$ cat config.mk
export PLATFORM = sky130hd
export DESIGN_NAME = pop_subsys
export DESIGN_NICKNAME = d
export VERILOG_FILES = /design/src/rtl/pop_subsys_pkg.sv /design/src/rtl/pop_subsys_stack_ptr.sv /design/src/rtl/pop_subsys.sv
export SDC_FILE = /design/constraint.sdc
export NUM_CORES = 1
export LEC_CHECK = 0
export CAP_MARGIN = 20
export CORE_MARGIN = 5
export CORE_UTILIZATION = 45
export DETAILED_ROUTE_END_ITERATION = 6
export PLACE_DENSITY = 0.75
export SLEW_MARGIN = 30
export SYNTH_ARGS = -nofsm -noshare
export SYNTH_HDL_FRONTEND = slang
export SYNTH_HIERARCHICAL = 1
export SYNTH_SLANG_ARGS = --single-unit
$ cat constraint.sdc
create_clock -name clk -period 3.1 [get_ports clk]
set_clock_uncertainty 0.15 [all_clocks]
set_input_delay 0.62 -clock clk [delete_from_list [all_inputs] [get_ports clk]]
set_output_delay 0.62 -clock clk [all_outputs]
set_load 0.02 [all_outputs]
$ cat src/rtl/pop_subsys_pkg.sv
// Shared definitions for the stack pop subsystem: default widths, FSM states and pop op codes.
package pop_subsys_pkg;

    localparam int unsigned DEF_DATA_W = 16;
    localparam int unsigned DEF_ADDR_W = 8;

    typedef enum logic [2:0] {
        ST_IDLE = 3'd0,
        ST_RD0  = 3'd1,
        ST_RD1  = 3'd2,
        ST_RD2  = 3'd3,
        ST_DONE = 3'd4
    } pop_state_e;

    typedef enum logic [1:0] {
        POP_PEEK = 2'd0,
        POP_ONE  = 2'd1,
        POP_TWO  = 2'd2,
        POP_ILL  = 2'd3
    } pop_op_e;

    // Number of stack entries an op must find present before it may run.
    function automatic logic [1:0] pop_need(input logic [1:0] cnt);
        return (cnt == 2'(POP_TWO)) ? 2'd2 : 2'd1;
    endfunction

endpackage

$ cat src/rtl/pop_subsys_stack_ptr.sv
// Stack pointer register: increment by one, decrement by 0..2, full/empty compares.
module pop_subsys_stack_ptr #(
    parameter int unsigned ADDR_W = 8
) (
    input  logic            clk,
    input  logic            reset,
    input  logic            inc_i,
    input  logic            dec_i,
    input  logic [1:0]      dec_n_i,
    output logic [ADDR_W:0] sp_o,
    output logic            full_c,
    output logic            empty_c
);

    localparam int unsigned SP_W = ADDR_W + 1;
    localparam logic [SP_W-1:0] DEPTH_V = {1'b1, {ADDR_W{1'b0}}};

    logic [SP_W-1:0] sp_q;
    logic [SP_W-1:0] sp_d;

    assign full_c  = (sp_q == DEPTH_V);
    assign empty_c = (sp_q == '0);
    assign sp_o    = sp_q;

    // Increment saturates at DEPTH; decrement never goes below zero.
    always_comb begin
        sp_d = sp_q;
        if (inc_i && !full_c) begin
            sp_d = sp_q + SP_W'(1);
        end else if (dec_i && (sp_q >= SP_W'(dec_n_i))) begin
            sp_d = sp_q - SP_W'(dec_n_i);
        end
    end

    always_ff @(posedge clk or posedge reset) begin
        if (reset) begin
            sp_q <= '0;
        end else begin
            sp_q <= sp_d;
        end
    end

endmodule

$ cat src/rtl/pop_subsys.sv
// Pop side of the stack datapath: reads one or two operands off the top of stack into A/B,
// owns the stack pointer and reports underflow/overflow, one start/done handshake per op.
module pop_subsys
    import pop_subsys_pkg::*;
#(
    parameter int unsigned DATA_W = DEF_DATA_W,
    parameter int unsigned ADDR_W = DEF_ADDR_W
) (
    input  logic              clk,
    input  logic              reset,
    input  logic              start,
    input  logic [1:0]        pop_cnt,
    input  logic              push_inc,
    output logic [ADDR_W-1:0] mem_addr,
    output logic              mem_re,
    input  logic [DATA_W-1:0] mem_rdata,
    output logic [DATA_W-1:0] a_val,
    output logic [DATA_W-1:0] b_val,
    output logic [ADDR_W:0]   sp,
    output logic              busy,
    output logic              done,
    output logic              underflow,
    output logic              overflow
);

    localparam int unsigned SP_W = ADDR_W + 1;

    pop_state_e        state_q, state_d;
    logic [1:0]        cnt_q, cnt_d;
    logic [DATA_W-1:0] a_q, a_d;
    logic [DATA_W-1:0] b_q, b_d;
    logic [ADDR_W-1:0] addr_q, addr_d;
    logic              re_q, re_d;
    logic              busy_q, busy_d;
    logic              done_q, done_d;
    logic              unf_q, unf_d;
    logic              ovf_q, ovf_d;

    logic              sp_inc;
    logic              sp_dec;
    logic [1:0]        sp_dec_n;
    logic [SP_W-1:0]   sp_cur;
    logic              sp_full_c;
    logic              sp_empty_c;
    logic              start_bad_c;

    pop_subsys_stack_ptr #(
        .ADDR_W (ADDR_W)
    ) u_stack_ptr (
        .clk     (clk),
        .reset   (reset),
        .inc_i   (sp_inc),
        .dec_i   (sp_dec),
        .dec_n_i (sp_dec_n),
        .sp_o    (sp_cur),
        .full_c  (sp_full_c),
        .empty_c (sp_empty_c)
    );

    // Empty stack fails every legal op; otherwise only a two-pop can be short.
    assign start_bad_c = (pop_cnt == 2'(POP_ILL)) || sp_empty_c ||
                         (sp_cur < SP_W'(pop_need(pop_cnt)));

    // Outputs are computed one state ahead so every port comes straight from a flop.
    always_comb begin
        state_d  = state_q;
        cnt_d    = cnt_q;
        a_d      = a_q;
        b_d      = b_q;
        addr_d   = addr_q;
        re_d     = 1'b0;
        busy_d   = busy_q;
        done_d   = 1'b0;
        unf_d    = unf_q;
        ovf_d    = ovf_q;
        sp_inc   = 1'b0;
        sp_dec   = 1'b0;
        sp_dec_n = 2'd0;

        case (state_q)
            ST_IDLE: begin
                if (start) begin
                    busy_d = 1'b1;
                    if (start_bad_c) begin
                        unf_d   = 1'b1;
                        done_d  = 1'b1;
                        state_d = ST_DONE;
                    end else begin
                        cnt_d   = pop_cnt;
                        unf_d   = 1'b0;
                        re_d    = 1'b1;
                        addr_d  = ADDR_W'(sp_cur - SP_W'(1));
                        state_d = ST_RD0;
                    end
                end else if (push_inc) begin
                    if (sp_full_c) begin
                        ovf_d = 1'b1;
                    end else begin
                        sp_inc = 1'b1;
                    end
                end
            end
            ST_RD0: begin
                state_d = ST_RD1;
                if (cnt_q == 2'(POP_TWO)) begin
                    re_d   = 1'b1;
                    addr_d = ADDR_W'(sp_cur - SP_W'(2));
                end
            end
            ST_RD1: begin
                a_d = mem_rdata;
                if (cnt_q == 2'(POP_TWO)) begin
                    state_d = ST_RD2;
                end else begin
                    done_d   = 1'b1;
                    sp_dec   = 1'b1;
                    sp_dec_n = cnt_q;
                    state_d  = ST_DONE;
                end
            end
            ST_RD2: begin
                b_d      = mem_rdata;
                done_d   = 1'b1;
                sp_dec   = 1'b1;
                sp_dec_n = 2'd2;
                state_d  = ST_DONE;
            end
            ST_DONE: begin
                busy_d  = 1'b0;
                state_d = ST_IDLE;
            end
            default: begin
                busy_d  = 1'b0;
                state_d = ST_IDLE;
            end
        endcase
    end

    always_ff @(posedge clk or posedge reset) begin
        if (reset) begin
            state_q <= ST_IDLE;
            cnt_q   <= 2'd0;
            a_q     <= '0;
            b_q     <= '0;
            addr_q  <= '0;
            re_q    <= 1'b0;
            busy_q  <= 1'b0;
            done_q  <= 1'b0;
            unf_q   <= 1'b0;
            ovf_q   <= 1'b0;
        end else begin
            state_q <= state_d;
            cnt_q   <= cnt_d;
            a_q     <= a_d;
            b_q     <= b_d;
            addr_q  <= addr_d;
            re_q    <= re_d;
            busy_q  <= busy_d;
            done_q  <= done_d;
            unf_q   <= unf_d;
            ovf_q   <= ovf_d;
        end
    end

    assign mem_addr  = addr_q;
    assign mem_re    = re_q;
    assign a_val     = a_q;
    assign b_val     = b_q;
    assign sp        = sp_cur;
    assign busy      = busy_q;
    assign done      = done_q;
    assign underflow = unf_q;
    assign overflow  = ovf_q;

endmodule
==> metrics.txt, run 1 <==
outcome=completed; fin crit share=0.897; Critical Path End=u_stack_ptr/sp_o[4]; vias in the first global route=2212; cts repair resizes=0; CTS max path bufs=2; Cell Count, Final, Fillers Out=405; worst skew pair latency=320 ps; global routing's busiest layer=met2; most frequent cells in the layout=75 x clkdlybuf4s50_1, 59 x dfrtp_1, 34 x mux2_2, 18 x nand2_1; Area Growth Syn to Fin=37.1%; Seq cells post-synth=59; CP startpoint=state_q[2]; Post-Layout Inst Area=4020 µm²; Core ar.=6350 µm²; flop2flop setup slack=320 ps; internal power=2.79 mW; cells on worst reg2reg path=9; CTS Sinks=59; Mapped Cells=232; share of post-route cells with drive strength above 1=0.271; maximum vdd drop=0.000591 V; r2r startpoint=state_q[2]; n_diodes=0; Main synth FF type=dfrtp_1; Initial DRC Count=80; WP data required=3200 ps; worst reg2reg endpoint=u_stack_ptr/sp_o[4]; Die X=90.7 µm; Post-Place Cells=389; Hold Fails Final Rpt=0; Synth Area in XOR/XNOR=0.0388; Post-synth EDFFs=0; Synth Warn #=6; Avg Cell Area, Syn=12.6 µm²; portion of netlist area occupied by mux cells=0.165; Tmin final=2780 ps; sequential share of power=0.314; CP Max Fanout=7; CP Class=flop to flop; Final GP Congestion=0.828; Util after Layout=0.633; Compound-Gate Fraction of Synth Area=0.111; FMAX=360 MHz; Total Wirelength=6370 µm; Mapped Area=2930 µm²; Critical Path Sink Type=flop; synth unique cells=52; simple-gate share of the synthesized area=0.116; final max-slew violation count=0; global-route wire length before repair=10900 µm; Post-CTS Setup Inserts=0; P_sw=1.78 mW; vias per cell=5.18; DR pass1 iterations=4; row cnt=29; Starting Density=0.462; footprint of the multi-input gates=1380 µm²; IO Port Bufs=75; relative slew slack=0.578; detailed-route DRC error count=0; Worst-Margin Slew=633 ps; syn_nets=263; Comb pwr share=0.536; max cap viols=0; HP Class=flop to flop; most common cell after layout, fill and taps aside=clkdlybuf4s50_1; Root Buffer=clkbuf_8; setup_tns=0 ps; cts bufs inserted=9; placed cell area=3830 µm²; largest net degree at the start of global routing=51; largest family of logic cells by synthesized area=multiplexers; Hold Worst Slack=327 ps; Adder-Cell Fraction of Synth Area=0.0409; io pins=76; Clock Power Share=0.150; number of fill cells in the layout=515; met2 Use GR=0.264; initial antenna violation count=0; final net count=354; CTS tree=yes; GRT Overall Usage=0.161; Worst Setup Start Kind=flop; Leak=1.70 nW; setup violators final=0; FFs w/ async S/R, synth=1.00; via count=2098; Arrival @ worst endpoint=2880 ps; WL/cell=15.7 µm; GRT overflow=0; unrepaired setup endpoints after global routing=false; met3 global-route usage=0.0375; Final ANT Viol Nets=0; DIE AREA=8230 µm²; met1 usage=0.208; H-tree levels=3; clock slew at reported path FFs=70 ps; Final HPWL DP=4710 µm; Seq/Total Area, Yosys=0.503; die height=90.7 µm; Sw Share=0.390; register area=1480 µm²; cts-stage hold buffer count=0; pwr dens=1140 nW/µm²
==> cell usage after synthesis, types with 2 or more instances <==
library cell	number	area share
a21o_1	2	0.0051
o21ai_0	2	0.0034
xnor2_1	2	0.0060
nor3_1	4	0.0068
o41ai_2	4	0.022
nand3b_1	2	0.0051
a211oi_1	4	0.010
dfrtp_1	59	0.50
a31o_2	2	0.0060
nor2_1	6	0.0077
ha_1	8	0.034
buf_2	4	0.0068
mux2_4	6	0.031
xor2_1	11	0.033
nand2_1	18	0.023
mux2_2	34	0.13
a21oi_1	3	0.0051
or4_1	2	0.0051
nor2b_1	4	0.0085
nand4_1	2	0.0043
nor2_2	2	0.0043
nor4_1	3	0.0064
nand3_1	2	0.0034
o21ai_2	2	0.0060
nand2b_1	3	0.0064
inv_1	12	0.015
o21bai_1	2	0.0051
o21ai_4	2	0.011
and3_1	2	0.0043
==> sequential cells by signal, summed over array words and instances, names as in the netlist <==
signal and count:
a_val 16, b_val 16, busy 1, cnt_q 2, done 1, mem_addr 8
mem_re 1, overflow 1, state_q 3, u_stack_ptr/sp_o 9, underflow 1
==> per-layer routing <==
layer	up-vias	routed length [µm]
met5	-	0
met4	0	58
met3	5	295
met2	39	3140
met1	1034	2880
li1	1020	-
==> layout make-up <==
class	instances	area share
clock buffers	11	0.0352
clock inverters	5	0.0131
inverters	12	0.0112
multi-input cells	156	0.344
flip-flops and latches	59	0.367
well taps	77	0.0240
repair buffers	85	0.205
==> power by group through the flow <==
stage	Sequential (mW)	Clock, mW	Combinational [mW]
final	1.44	0.684	2.45
after global routing	1.50	0.739	2.63
after floorplan	1.89	0	0.988
after global placement	1.43	0	2.44
after detailed placement	1.45	0	2.47
after CTS	1.44	0.704	2.48
==> critical path, stage by stage, from the launching register on <==
cell	delay (ps)
dfrtp_1	460
nor2b_1	220
nor2b_2	200
and2_1	160
ha_1	180
inv_1	70
fa_1	440
or4_1	490
o22ai_1	170
xor2_1	150
==> worst min-delay path by stage <==
stage          startpoint                  end  slack, ps  cells past startpoint
6_report         overflow             overflow        330                      1
2_1_floorplan       reset  u_stack_ptr/sp_o[0]        300                      1
4_1_cts          overflow             overflow        330                      1
5_1_grt          overflow             overflow        340                      1
3_5_place_dp     overflow             overflow        310                      1
3_3_place_gp     overflow             overflow        300                      1
==> kinds of logic after synthesis <==
logic type,Yosys count
adder cells (fa/ha/maj),9
XOR/XNOR,13
multiplexers,41
AND/OR/NAND/NOR,58
flip-flops,59
buffers and inverters,17
AO/OA/AOI/OAI,35
==> metrics by stage <==
stage,setup WS (ps),power (mW)
4_1_cts,326,4.62
6_report,320,4.57
3_3_place_gp,147,3.87
2_1_floorplan,381,2.88
5_1_grt,151,4.87
3_5_place_dp,115,3.92
(Power assumes the default switching activity.)
==> run 2: changes to the inputs <==
- CELL_PAD_IN_SITES_DETAIL_PLACEMENT: not set -> 1
- CELL_PAD_IN_SITES_GLOBAL_PLACEMENT: not set -> 2
- CORE_UTILIZATION: 45 -> 32
- PLACE_DENSITY: 0.75 -> not set
- PLACE_DENSITY_LB_ADDON: not set -> 0.1
==> run 2 against run 1 <==
Sequential cell count did not move. Clock-buffer cell count fell by 2. Largest cell class unchanged. Sequential share of layout area fell by 0.84 points. Combinational power rose by 5%. Die area rose by 36%. Critical path depth rose by 1. Sequential power fell by 3%. Critical endpoint is now u_stack_ptr/sp_o[6].
==> metrics.txt, run 2 (synthesis results as in run 1) <==
relative slew slack=0.570 (was 0.578); share of post-route cells with drive strength above 1=0.287 (was 0.271); H-tree levels=3 (unchanged); DR pass1 iterations=4 (unchanged); Area Growth Syn to Fin=40.3% (was 37.1%); pwr dens=1140 nW/µm² (about the same); Final GP Congestion=0.749 (was 0.828); Starting Density=0.322 (was 0.462); Root Buffer=clkbuf_8 (unchanged); Final ANT Viol Nets=0 (unchanged); io pins=76 (unchanged); cts bufs inserted=9 (unchanged); maximum vdd drop=0.000336 V (was 0.000591 V); Total Wirelength=7630 µm (was 6370 µm); FMAX=358 MHz (was 360 MHz); Hold Fails Final Rpt=0 (unchanged); Initial DRC Count=82 (was 80); global-route wire length before repair=12800 µm (was 10900 µm); HP Class=flop to flop (unchanged); setup violators final=0 (unchanged); GRT overflow=0 (unchanged); outcome=completed (unchanged); GRT Overall Usage=0.143 (was 0.161); largest net degree at the start of global routing=51 (unchanged); IO Port Bufs=75 (unchanged); cts repair resizes=0 (unchanged); detailed-route DRC error count=0 (unchanged); n_diodes=0 (unchanged); WL/cell=17.1 µm (was 15.7 µm); clock slew at reported path FFs=80 ps (was 70 ps); max cap viols=0 (unchanged); CTS Sinks=59 (unchanged); Leak=1.73 nW (was 1.70 nW); most frequent cells in the layout=75 x clkdlybuf4s50_1, 59 x dfrtp_1, 34 x mux2_2, 18 x nand2_1, 16 x buf_4 (was 75 x clkdlybuf4s50_1, 59 x dfrtp_1, 34 x mux2_2, 18 x nand2_1); most common cell after layout, fill and taps aside=clkdlybuf4s50_1 (unchanged); Final HPWL DP=5640 µm (was 4710 µm); Tmin final=2790 ps (was 2780 ps); unrepaired setup endpoints after global routing=false (unchanged); Die X=106 µm (was 90.7 µm); final net count=360 (was 354); worst skew pair latency=330 ps (was 320 ps); via count=2188 (was 2098); fin crit share=0.901 (was 0.897); WP data required=3200 ps (about the same); DIE AREA=11200 µm² (was 8230 µm²); row cnt=35 (was 29); vias per cell=4.92 (was 5.18); Post-CTS Setup Inserts=0 (unchanged); Core ar.=9110 µm² (was 6350 µm²); final max-slew violation count=0 (unchanged); Arrival @ worst endpoint=2900 ps (was 2880 ps); Critical Path Sink Type=flop (unchanged); die height=106 µm (was 90.7 µm); Cell Count, Final, Fillers Out=445 (was 405); Post-Place Cells=429 (was 389); CP Max Fanout=5 (was 7); CTS max path bufs=2 (unchanged); Worst Setup Start Kind=flop (unchanged); setup_tns=0 ps (unchanged); Worst-Margin Slew=644 ps (was 633 ps); CP Class=flop to flop (unchanged); cts-stage hold buffer count=0 (unchanged); CTS tree=yes (unchanged); initial antenna violation count=0 (unchanged); vias in the first global route=2411 (was 2212)
-- run 2: path summary, 6_finish.rpt --
kind / depth (start not counted) / end / slack (ps) / from
max: 10 / u_stack_ptr/sp_o[6] / 310 / state_q[1]
min: 1 / overflow / 340 / overflow
max reg2reg: 10 / u_stack_ptr/sp_o[6] / 310 / state_q[1]
min reg2reg: 1 / overflow / 340 / overflow
max in group asynchronous: 3 / state_q[1] / 1710 / reset
min in group asynchronous: 2 / u_stack_ptr/sp_o[7] / 460 / reset
-- run 2: area by class of cell --
class                           count  area, µm²
Sequential cell                    59       1480
Timing Repair Buffer               91        871
Multi-Input combinational cell    156       1380
Clock buffer                        9        124
Inverter                           12       45.0
Fill cell                         999       4990
Tap cell                          111        139
Clock inverter                      7       76.3
-- run 2: routing by layer --
metal / global-route usage / part of all wire
met5: 0 / 0
met4: 0.0537 / 0.015
met3: 0.0294 / 0.039
met2: 0.237 / 0.48
met1: 0.185 / 0.47
-- run 2: through the flow --
| step | utilization | hold WS (ps) | total power, mW | setup WS [ps] | instance area (µm²) |
|---|---|---|---|---|---|
| after floorplan | - | 298 | 2.88 | 381 | 2930 |
| after global placement | 0.430 | 315 | 3.99 | 127 | 3920 |
| after detailed placement | 0.430 | 323 | 4.03 | 88.3 | 3920 |
| after CTS | 0.452 | 341 | 4.78 | 294 | 4120 |
| after global routing | 0.452 | 353 | 5.02 | 118 | 4120 |
| final | 0.452 | 336 | 4.70 | 306 | 4120 |
-- run 2: worst max-delay path: stages (launching register included) --
cell and delay (ps):
dfrtp_1 450, nor2b_1 220, nor2b_2 180, and2_1 170, nand2_1 60, nand2_1 70
inv_1 70, fa_1 500, or4_4 540, o21ai_2 140, xor2_1 150
-- run 2: power by group --
group	internal (mW)	switching, mW	total [mW]
logic	1.28	1.30	2.58
registers	1.15	0.245	1.40
clock network	0.376	0.346	0.722
==> run 3: changes to the inputs <==
- CAP_MARGIN: 20 -> 0
==> results of run 3 <==
No change in the layout: final DEF, timing and power equal those of run 2.
